[src/rtl/fifo_pkg.sv]
// rtl/fifo_pkg.sv - shared defaults and helpers for the parametrised FIFO family
package fifo_pkg;

  localparam int FIFO_DATA_W_DEF = 8;
  localparam int FIFO_DEPTH_DEF  = 16;

  // Ceiling log2, usable in parameter expressions; clog2(1) = 0.
  function automatic int clog2(input int n);
    int r;
    r = 0;
    while ((1 << r) < n) begin
      r++;
    end
    return r;
  endfunction

endpackage

[src/rtl/fifo_mem_2p.sv]
// rtl/fifo_mem_2p.sv - DATA_W x DEPTH storage array, sync write / async read
module fifo_mem_2p #(
  parameter int DATA_W = 8,
  parameter int DEPTH  = 16,
  parameter int AW     = 4
) (
  input  logic              clk,
  input  logic              we,
  input  logic [AW-1:0]     waddr,
  input  logic [DATA_W-1:0] wdata,
  input  logic [AW-1:0]     raddr,
  output logic [DATA_W-1:0] rdata
);

  // No reset: contents survive a FIFO reset and are only ever read
  // through pointers that guarantee the slot was written first.
  logic [DATA_W-1:0] mem_q [DEPTH];

  // Write port: one word per clock when enabled.
  always_ff @(posedge clk) begin
    if (we) begin
      mem_q[waddr] <= wdata;
    end
  end

  assign rdata = mem_q[raddr];

endmodule

[src/rtl/sync_fifo_param.sv]
// rtl/sync_fifo_param.sv - parametrised single-clock FIFO; SYNC_FIFO_FWFT_EN selects first-word-fall-through reads
module sync_fifo_param
  import fifo_pkg::*;
#(
  parameter int DATA_W   = FIFO_DATA_W_DEF,
  parameter int DEPTH    = FIFO_DEPTH_DEF,
  parameter int AF_LEVEL = DEPTH - 2,
  parameter int AE_LEVEL = 2,
  localparam int AW      = clog2(DEPTH)
) (
  input  logic              clk,
  input  logic              rst,
  input  logic              wr_en,
  input  logic [DATA_W-1:0] wr_data,
  input  logic              rd_en,
  output logic [DATA_W-1:0] rd_data,
  output logic              rd_valid,
  output logic              full,
  output logic              empty,
  output logic              almost_full,
  output logic              almost_empty,
  output logic [AW:0]       count,
  output logic              overflow,
  output logic              underflow
);

  localparam logic [AW:0] ONE_C   = (AW+1)'(1);
  localparam logic [AW:0] DEPTH_C = (AW+1)'(DEPTH);
  localparam logic [AW:0] AF_C    = (AW+1)'(AF_LEVEL);
  localparam logic [AW:0] AE_C    = (AW+1)'(AE_LEVEL);

  // Pointers carry an extra wrap bit; low AW bits address the array.
  logic [AW:0] wr_ptr_q, wr_ptr_d;
  logic [AW:0] rd_ptr_q, rd_ptr_d;
  logic [AW:0] count_q, count_d;
  logic        full_q, empty_q, af_q, ae_q;
  logic        ovf_q, unf_q;
  logic        wr_acc, rd_acc;
  logic [DATA_W-1:0] mem_rdata;

  // A write into a full FIFO is allowed when a read frees a slot in the
  // same cycle; a read of an empty FIFO is never allowed, even alongside
  // a write, because the word is not yet in the array.
  assign wr_acc = wr_en & (~full_q | rd_en);
  assign rd_acc = rd_en & ~empty_q;

  fifo_mem_2p #(
    .DATA_W (DATA_W),
    .DEPTH  (DEPTH),
    .AW     (AW)
  ) u_mem (
    .clk   (clk),
    .we    (wr_acc),
    .waddr (wr_ptr_q[AW-1:0]),
    .wdata (wr_data),
    .raddr (rd_ptr_q[AW-1:0]),
    .rdata (mem_rdata)
  );

  // Next-state pointers and occupancy from the accepted operations.
  always_comb begin
    wr_ptr_d = wr_ptr_q;
    rd_ptr_d = rd_ptr_q;
    count_d  = count_q;
    if (wr_acc) wr_ptr_d = wr_ptr_q + ONE_C;
    if (rd_acc) rd_ptr_d = rd_ptr_q + ONE_C;
    case ({wr_acc, rd_acc})
      2'b10:   count_d = count_q + ONE_C;
      2'b01:   count_d = count_q - ONE_C;
      default: count_d = count_q;
    endcase
  end

  // Control state; flags come from count_d so they line up with count.
  always_ff @(posedge clk or negedge rst) begin
    if (!rst) begin
      wr_ptr_q <= '0;
      rd_ptr_q <= '0;
      count_q  <= '0;
      full_q   <= 1'b0;
      empty_q  <= 1'b1;
      af_q     <= 1'b0;
      ae_q     <= 1'b1;
      ovf_q    <= 1'b0;
      unf_q    <= 1'b0;
    end else begin
      wr_ptr_q <= wr_ptr_d;
      rd_ptr_q <= rd_ptr_d;
      count_q  <= count_d;
      full_q   <= (count_d == DEPTH_C);
      empty_q  <= (count_d == '0);
      af_q     <= (count_d >= AF_C);
      ae_q     <= (count_d <= AE_C);
      ovf_q    <= wr_en & ~wr_acc;
      unf_q    <= rd_en & ~rd_acc;
    end
  end

`ifdef SYNC_FIFO_FWFT_EN
  // Head of queue is always on the output; rd_en only pops it.
  assign rd_data  = mem_rdata;
  assign rd_valid = ~empty_q;
`else
  logic [DATA_W-1:0] rd_data_q;
  logic              rd_valid_q;

  // Registered read: data lands one clock after an accepted rd_en and
  // then holds until the next accepted read.
  always_ff @(posedge clk or negedge rst) begin
    if (!rst) begin
      rd_data_q  <= '0;
      rd_valid_q <= 1'b0;
    end else begin
      rd_valid_q <= rd_acc;
      if (rd_acc) begin
        rd_data_q <= mem_rdata;
      end
    end
  end

  assign rd_data  = rd_data_q;
  assign rd_valid = rd_valid_q;
`endif

  assign count        = count_q;
  assign full         = full_q;
  assign empty        = empty_q;
  assign almost_full  = af_q;
  assign almost_empty = ae_q;
  assign overflow     = ovf_q;
  assign underflow    = unf_q;

endmodule

[config.mk]
export PLATFORM = sky130hd
export DESIGN_NAME = sync_fifo_param
export DESIGN_NICKNAME = d
export VERILOG_FILES = /design/src/rtl/fifo_pkg.sv /design/src/rtl/fifo_mem_2p.sv /design/src/rtl/sync_fifo_param.sv
export SDC_FILE = /design/constraint.sdc
export NUM_CORES = 1
export LEC_CHECK = 0
export CAP_MARGIN = 5
export CELL_PAD_IN_SITES_DETAIL_PLACEMENT = 0
export CELL_PAD_IN_SITES_GLOBAL_PLACEMENT = 1
export CORE_ASPECT_RATIO = 1.1
export CORE_UTILIZATION = 39
export DETAILED_ROUTE_END_ITERATION = 10
export HOLD_SLACK_MARGIN = 0.1
export PLACE_DENSITY_LB_ADDON = 0.1
export SLEW_MARGIN = 20
export SYNTH_ARGS = -nofsm -noshare
export SYNTH_HDL_FRONTEND = slang
export SYNTH_SLANG_ARGS = --single-unit
export TNS_END_PERCENT = 5
[constraint.sdc]
create_clock -name clk -period 7.2 [get_ports clk]
set_input_delay 1.44 -clock clk [delete_from_list [all_inputs] [get_ports clk]]
set_output_delay 1.44 -clock clk [all_outputs]
set_load 0.01 [all_outputs]
Yosys cells after proc, flatten, opt, wreduce, memory -nomap -nowiden:

Memories as Yosys holds them, arrays and structs flattened. A register that Yosys moved wholly into a read port is not among the register bits.
Cells that the tools add are included.
W data, S select, Z words.

* register bits: 22
* memory bits (writable): 128
* output and inout port bits: 20
* logic and storage cells: 34
* memories: 1

Memories
* u_mem.mem_q: depth 16, bits a word 8, rd ports 1, clocked after memory_dff 1, write ports 1, RTL line fifo_mem_2p.sv:17 `logic [DATA_W-1:0] mem_q [DEPTH];`

* add/subtract/negate cells: 4
* order comparisons: 2
* equality and inequality tests: 3
* muxes and demuxes: 3
* bitwise gates (word level): 9
* reductions and logical operators: 2

Operator list (number)
* $add A5 B1 Y5 const B: 3
* $pmux W5 S2: 1
* $eq A5 B5 Y1 const B: 1
* $ge A5 B4 Y1 const B: 1
* $le A5 B2 Y1 const B: 1
* $logic_not A5 Y1: 1
* $sub A5 B1 Y5 const B: 1
* $and A1 B1 Y1: 4
* $not A1 Y1: 4
* $eq A2 B1 Y1 const B: 1
* $eq A2 B2 Y1 const B: 1
* $mux W1: 2
* $logic_not A1 Y1: 1
* $or A1 B1 Y1: 1

Longest topological paths before layout:

Gate-level depths: netlist (run 1).

* depth after elaboration: 6
* depth in mapped cells: 13
* mapped depth without buffers: 11

By module:

From an unflattened synthesis (run 1), not the netlist that was laid out.

* cells, all modules: 314
* area total of the unflattened synthesis: 6278.5 µm²

By module, submodules not included
* fifo_mem_2p: instances 1, cells an instance 221, area each 4987.3 µm²
* sync_fifo_param: instances 1, cells an instance 93, area each 1291.2 µm²

Least setup slack after synthesis (run 1):

No wires, ideal clock.

* path kind: input to register
* start: in rd_en
* end: reg full_q (netlist: full)
* arrival: 3.920 ns
* required time: 7.134 ns
* setup slack: 3.213 ns
* stages on the path: 11
* path buffers: 2
* cell sequence: nand2b_1 -> clkbuf_1 -> inv_1 -> ha_1 -> buf_6 -> xor2_1 -> ha_1 -> or3b_2 -> or4_1 -> a31oi_1 -> and2_1

* elaborated cells on any way between the ends: 7

RTL lines
* start, declared: RTL line sync_fifo_param.sv:15 `input logic rd_en,`
* $and A1 B1 Y1 *: RTL line sync_fifo_param.sv:45 `assign rd_acc = rd_en & ~empty_q;`
* net rd_acc: RTL line sync_fifo_param.sv:38 `logic wr_acc, rd_acc;`
* $eq A2 B1 Y1 or $eq A2 B2 Y1 (tied branches): RTL line sync_fifo_param.sv:67 `case ({wr_acc, rd_acc})`
* $pmux W5 S2 *: RTL line sync_fifo_param.sv:67
* $eq A5 B5 Y1 *: RTL line sync_fifo_param.sv:90 `full_q <= (count_d == DEPTH_C);`
* end signal, assigned: RTL line sync_fifo_param.sv:90
* end, declared: RTL line sync_fifo_param.sv:36 `logic full_q, empty_q, af_q, ae_q;`

Mark *: on every way through the listed nets, which the timed path passes. The rest lies on a longest branch.
A chain may end at the register's enable or synchronous reset.

Final worst setup path (run 1):

Same ends and word-level chain as after synthesis.

==> results.json, run 1 <==
{
  "status": "finished clean",
  "pre_cts_slack_ns": 2.18,
  "async_flop_share_pct": 17.9,
  "ys_seq_area_share_pct": 71.4,
  "drc": 0,
  "numPortBuffers": 31,
  "fin_util_pct": 47.2,
  "ios": 32,
  "drtIter0Drc": 230,
  "coreArea_um2": 15900,
  "clk_root_buffer_cell": "clkbuf_16",
  "worst_setup_path_end_kind": "flip-flop",
  "report.final.slew_viol_count": 0,
  "via_per_inst": 5.24,
  "final_common_cell": "edfxtp_1",
  "ctsHoldBuffers": 0,
  "timing.fmax_ghz": 0.218,
  "cts_buffers": 17,
  "worstMarginPinSlew_ns": 1.07,
  "std_cell_rows": 48,
  "finalNonFillerCells": 606,
  "dieArea_um2": 16800,
  "clk_pin_slew_worst_paths_ns": 0.06,
  "power_leakage_nw": 2.55,
  "finalSetupViolations": 0,
  "required_ns": 7.56,
  "setup_ws_ns": 2.61,
  "use_met1_pct": 24.3,
  "overflow": 0,
  "synthToLayoutAreaGrowth_pct": 17.4,
  "final_cell_mix": "edfxtp_1, mux4_2, clkdlybuf4s50_1, dfrtp_1",
  "vias": 3177,
  "syn-instance-count": 357,
  "p_per_area_nw_per_um2": 406,
  "ys_types": 45,
  "max-slew-margin-rel_pct": 28.4,
  "gr-usage-met2_pct": 26.3,
  "wl_um": 13000,
  "yosys.area.top_type": "edfxtp_1",
  "fin_skew_ns": 0.00729,
  "yosysWarnings": 0,
  "rrSetupSlack_ns": 3.51,
  "cts_sinks": 156,
  "syn-cell-area_um2": 6370,
  "drt-pass1-iter-count": 4,
  "synth_area_per_cell_um2": 17.8,
  "antenna_found_initial": 0,
  "min_path_type": "flip-flop to flip-flop",
  "rsz0062_at_grt": "no",
  "fin_crit_sh_pct": 63.8,
  "post_cts_buffers": 0,
  "syn-num-nets": 376,
  "dpl.hpwl_um": 8140,
  "grt_max_degree": 36,
  "critical_path_arrival_ns": 4.95,
  "fin_nets": 412,
  "synth-edff-count": 128,
  "grt-busiest-layer": "met2",
  "num_antenna_cells": 0,
  "cp-start-kind": "primary input",
  "post-place-cells": 574,
  "drv_cap": 0,
  "route.detailed.wl_per_inst_um": 21.5,
  "initial_utilization_pct": 40.2,
  "die_w_um": 124,
  "yosys_register_bits": 156,
  "antenna_left": 0,
  "netlist_top_cells_area": "edfxtp_1, mux4_2, dfrtp_1",
  "insertion_delay_ns": 0.42,
  "cts_tree": "built",
  "yosys_most_used_dff": "edfxtp_1",
  "met3_usage_pct": 4.15,
  "cts_buffer_depth": 2,
  "worstSetupPathType": "primary input to flip-flop",
  "crit_fanout": 20,
  "netlist.area_leader.share_pct": 60.3,
  "drive_gt1_share_pct": 19.2,
  "cts_resized": 0,
  "gp_congestion": 0.733,
  "setup_tns_ns": 0,
  "finalHoldViolCount": 0,
  "grt_pass1_vias": 3249,
  "die_h_um": 136,
  "grt_pass1_wl_um": 19900,
  "cts_max_level": 4,
  "track_usage_pct": 17.3,
  "fin_crit_ns": 4.59,
  "peakVddDrop_mv": 0.169
}
-- registers in the layout, summed over array words and instances (netlist names) --
signal,cells
almost_empty,1
almost_full,1
count,5
empty,1
full,1
overflow,1
rd_data,8
rd_ptr_q,4
rd_valid,1
u_mem.mem_q,128
underflow,1
wr_ptr_q,4
-- layout make-up --
type	instances	area [um2]
clock inverter	13	171
fill	1355	8380
tap	200	250
sequential	156	4550
timing repair buffer	38	363
multi-input combinational	172	1680
inverter	8	30.0
clock buffer	19	433
-- per-stage QoR --
stage | power [mW] | instance area, um2 | hold WS, ns
floorplan | 1.84 | 6370 | 0.534
global placement | 2.16 | 6870 | 0.495
detailed placement | 2.16 | 6870 | 0.501
CTS | 3.08 | 7480 | 0.515
global route | 3.19 | 7480 | 0.541
finish | 3.03 | 7480 | 0.507
-- path summary, 6_finish.rpt --
kind | start | to | depth (start not counted)
max | rd_en | full | 10
min | rd_data[3] | rd_data[3] | 2
max reg2reg | empty | full | 9
min reg2reg | rd_data[3] | rd_data[3] | 2
max in group asynchronous | rst | almost_empty | 2
min in group asynchronous | rst | count[3] | 2
-- report_power, final --
part / internal (mW) / switching (mW) / total [mW]
clock network: 0.575 / 0.336 / 0.912
logic: 0.421 / 0.428 / 0.849
registers: 1.13 / 0.145 / 1.27
total: 2.12 / 0.909 / 3.03
-- kinds of logic (layout without fill, tap and decap cells) --
logic type | Yosys count | count (layout) | share of synthesized area [%]
multiplexers | 48 | 48 | 13.8
buffers and inverters | 29 | 78 | 2.26
AO/OA/AOI/OAI | 36 | 36 | 3.77
XOR/XNOR | 9 | 9 | 1.24
flip-flops | 156 | 156 | 71.4
adder cells (fa/ha/maj) | 7 | 7 | 1.37
AND/OR/NAND/NOR | 72 | 72 | 6.15
-- routing by layer --
layer | vias up | share of wire (%)
met5 | - | 0
met3 | 10 | 3.4
met1 | 1642 | 48
met4 | 0 | 1.1
li1 | 1473 | -
met2 | 52 | 48
-- synthesized netlist by cell type, types with 4 or more instances --
cell type  instances
inv_1              8
edfxtp_1         128
nor2_1            15
mux2i_1           16
xnor2_1            8
dfrtp_1           26
o21ai_0           13
buf_2              7
a21oi_1           10
clkbuf_1           8
nor3_1            16
nand2_1           17
nand2b_1           4
mux4_2            32
ha_1               7
-- critical path, stage by stage --
cell	delay (ns)
clkdlybuf4s50_1	0.49
nand2b_1	0.55
inv_1	0.30
ha_1	0.43
xor2_1	0.22
ha_1	0.33
or3b_2	0.46
or4_1	0.40
a31oi_1	0.20
and2_1	0.14
Note: power is estimated with default switching activity, not from simulation.
==> inputs of run 2 (changes only) <==
Clock period 7.2 ns to 4.8 ns, I/O delays scaled along.
==> run 2 against run 1 <==
  * Non-clock buffer count grew 6
  * Total power grew 52%
  * Highest routed layer unchanged
  * Register-to-register slack lost 1.6 ns
  * Worst hold slack lost 0.0064 ns
  * Clock power grew 52%
  * Largest cell class unchanged
  * Clock skew grew 0.0022 ns
  * Critical endpoint unchanged
  * Largest power group unchanged
==> results.json, run 2 (synthesis gave the netlist of run 1 again) <==
{
  "status": "finished clean",
  "hold-worst-slack_ns": 0.501,
  "fin_skew_ns": 0.00949,
  "p_per_area_nw_per_um2": 609,
  "antenna_found_initial": 0,
  "cp-start-kind": "primary input",
  "power_leakage_nw": 2.60,
  "grt_pass1_vias": 3381,
  "grt_max_degree": 34,
  "drive_gt1_share_pct": 21.8,
  "drv_cap": 0,
  "via_per_inst": 5.32,
  "crit_fanout": 9,
  "dpl.hpwl_um": 8470,
  "critical_path_arrival_ns": 3.95,
  "grt_pass1_wl_um": 20500,
  "max-slew-margin-rel_pct": 32.4,
  "coreArea_um2": 15900,
  "report.final.slew_viol_count": 0,
  "timing.rr.end": "full",
  "ff2ff_path_depth": 9,
  "route.detailed.wl_per_inst_um": 21.7,
  "insertion_delay_ns": 0.42,
  "min_path_type": "flip-flop to flip-flop",
  "synthToLayoutAreaGrowth_pct": 18.4,
  "std_cell_rows": 48,
  "cts_resized": 0,
  "cts_buffers": 17,
  "die_h_um": 136,
  "required_ns": 5.15,
  "die_w_um": 124,
  "final_common_cell": "edfxtp_1",
  "drtIter0Drc": 233,
  "initial_utilization_pct": 40.2,
  "cts_sinks": 156,
  "top_register": "u_mem.mem_q",
  "worst_setup_path_end_kind": "flip-flop",
  "gp_congestion": 0.745,
  "vias": 3253,
  "finalHoldViolCount": 0,
  "num_antenna_cells": 0,
  "fin_util_pct": 47.6,
  "worstHoldStart": "rd_data[7]",
  "final_cell_mix": "edfxtp_1, mux4_2, clkdlybuf4s50_1, dfrtp_1",
  "timing.fmax_ghz": 0.278,
  "whs_endpoint": "rd_data[7]",
  "drc": 0,
  "dieArea_um2": 16800,
  "post_cts_buffers": 0,
  "pre_cts_slack_ns": 0.753,
  "fin_nets": 418,
  "wl_um": 13300,
  "setup_tns_ns": 0,
  "cts_buffer_depth": 2,
  "min_path_cells": 2,
  "rsz0062_at_grt": "no",
  "largest_reg_flops": 128,
  "cts_max_level": 4,
  "drt-pass1-iter-count": 4,
  "fin_crit_ns": 3.60,
  "overflow": 0,
  "rrSetupSlack_ns": 1.92,
  "r2r-start": "empty",
  "worstSetupPathType": "primary input to flip-flop",
  "clk_pin_slew_worst_paths_ns": 0.06,
  "worstMarginPinSlew_ns": 1.01,
  "clk_root_buffer_cell": "clkbuf_16",
  "peakVddDrop_mv": 0.256,
  "ctsHoldBuffers": 0,
  "track_usage_pct": 17.6,
  "cts_tree": "built",
  "antenna_left": 0,
  "numPortBuffers": 31,
  "setup_ws_ns": 1.20,
  "ios": 32,
  "fin_crit_sh_pct": 75.0,
  "finalSetupViolations": 0
}
==> run 2: changes by cell type in the layout (fill, tap and decap cells not counted), sizes merged <==
cell    delta
clkinv     +2
buf        +6
clkbuf     -2
==> run 2: how the worst max path moves through the flow <==
stage / startpoint / to / slack [ns] / cells after the start
floorplan: rd_en / full / 1.29 / 11
detailed placement: rd_en / full / 0.75 / 11
finish: rd_en / full / 1.20 / 11
CTS: rd_en / full / 1.19 / 11
global placement: rd_en / full / 0.80 / 11
global route: rd_en / empty / 1.03 / 11
==> run 2: through the flow <==
stage / cell area [um2] / cells / power, mW
detailed placement: 6920 / 580 / 3.26
global route: 7540 / 612 / 4.84
floorplan: 6370 / 357 / 2.77
finish: 7540 / 612 / 4.60
global placement: 6920 / 580 / 3.25
CTS: 7540 / 612 / 4.66
==> run 2: critical path, cell delays in order <==
cell	delay, ns
clkdlybuf4s50_1	0.56
nand2b_1	0.14
and2_1	0.31
inv_1	0.08
ha_1	0.21
xor2_1	0.17
ha_1	0.32
or3b_2	0.46
or4_1	0.40
a31oi_1	0.19
and2_1	0.15
==> run 2: final cells by class <==
class	instances	area (um2)
inverters	8	30.0
flip-flops and latches	156	4550
clock inverters	15	196
multi-input cells	172	1680
clock buffers	17	425
well taps	200	250
repair buffers	44	408
fillers	1357	8310
==> run 2: where the power goes <==
| part | total (mW) | switching, mW | internal, mW |
|---|---|---|---|
| Combinational | 1.26 | 0.619 | 0.641 |
| Clock | 1.39 | 0.525 | 0.869 |
| Sequential | 1.94 | 0.252 | 1.69 |
| Total | 4.60 | 1.40 | 3.20 |
==> run 2: metal layers <==
| layer | track usage (%) | share of wire, % | vias up |
|---|---|---|---|
| li1 | - | - | 1485 |
| met5 | 0 | 0 | - |
| met4 | 5.02 | 0.84 | 0 |
| met1 | 24.8 | 46 | 1696 |
| met3 | 4.24 | 3.3 | 10 |
| met2 | 27.1 | 50 | 62 |
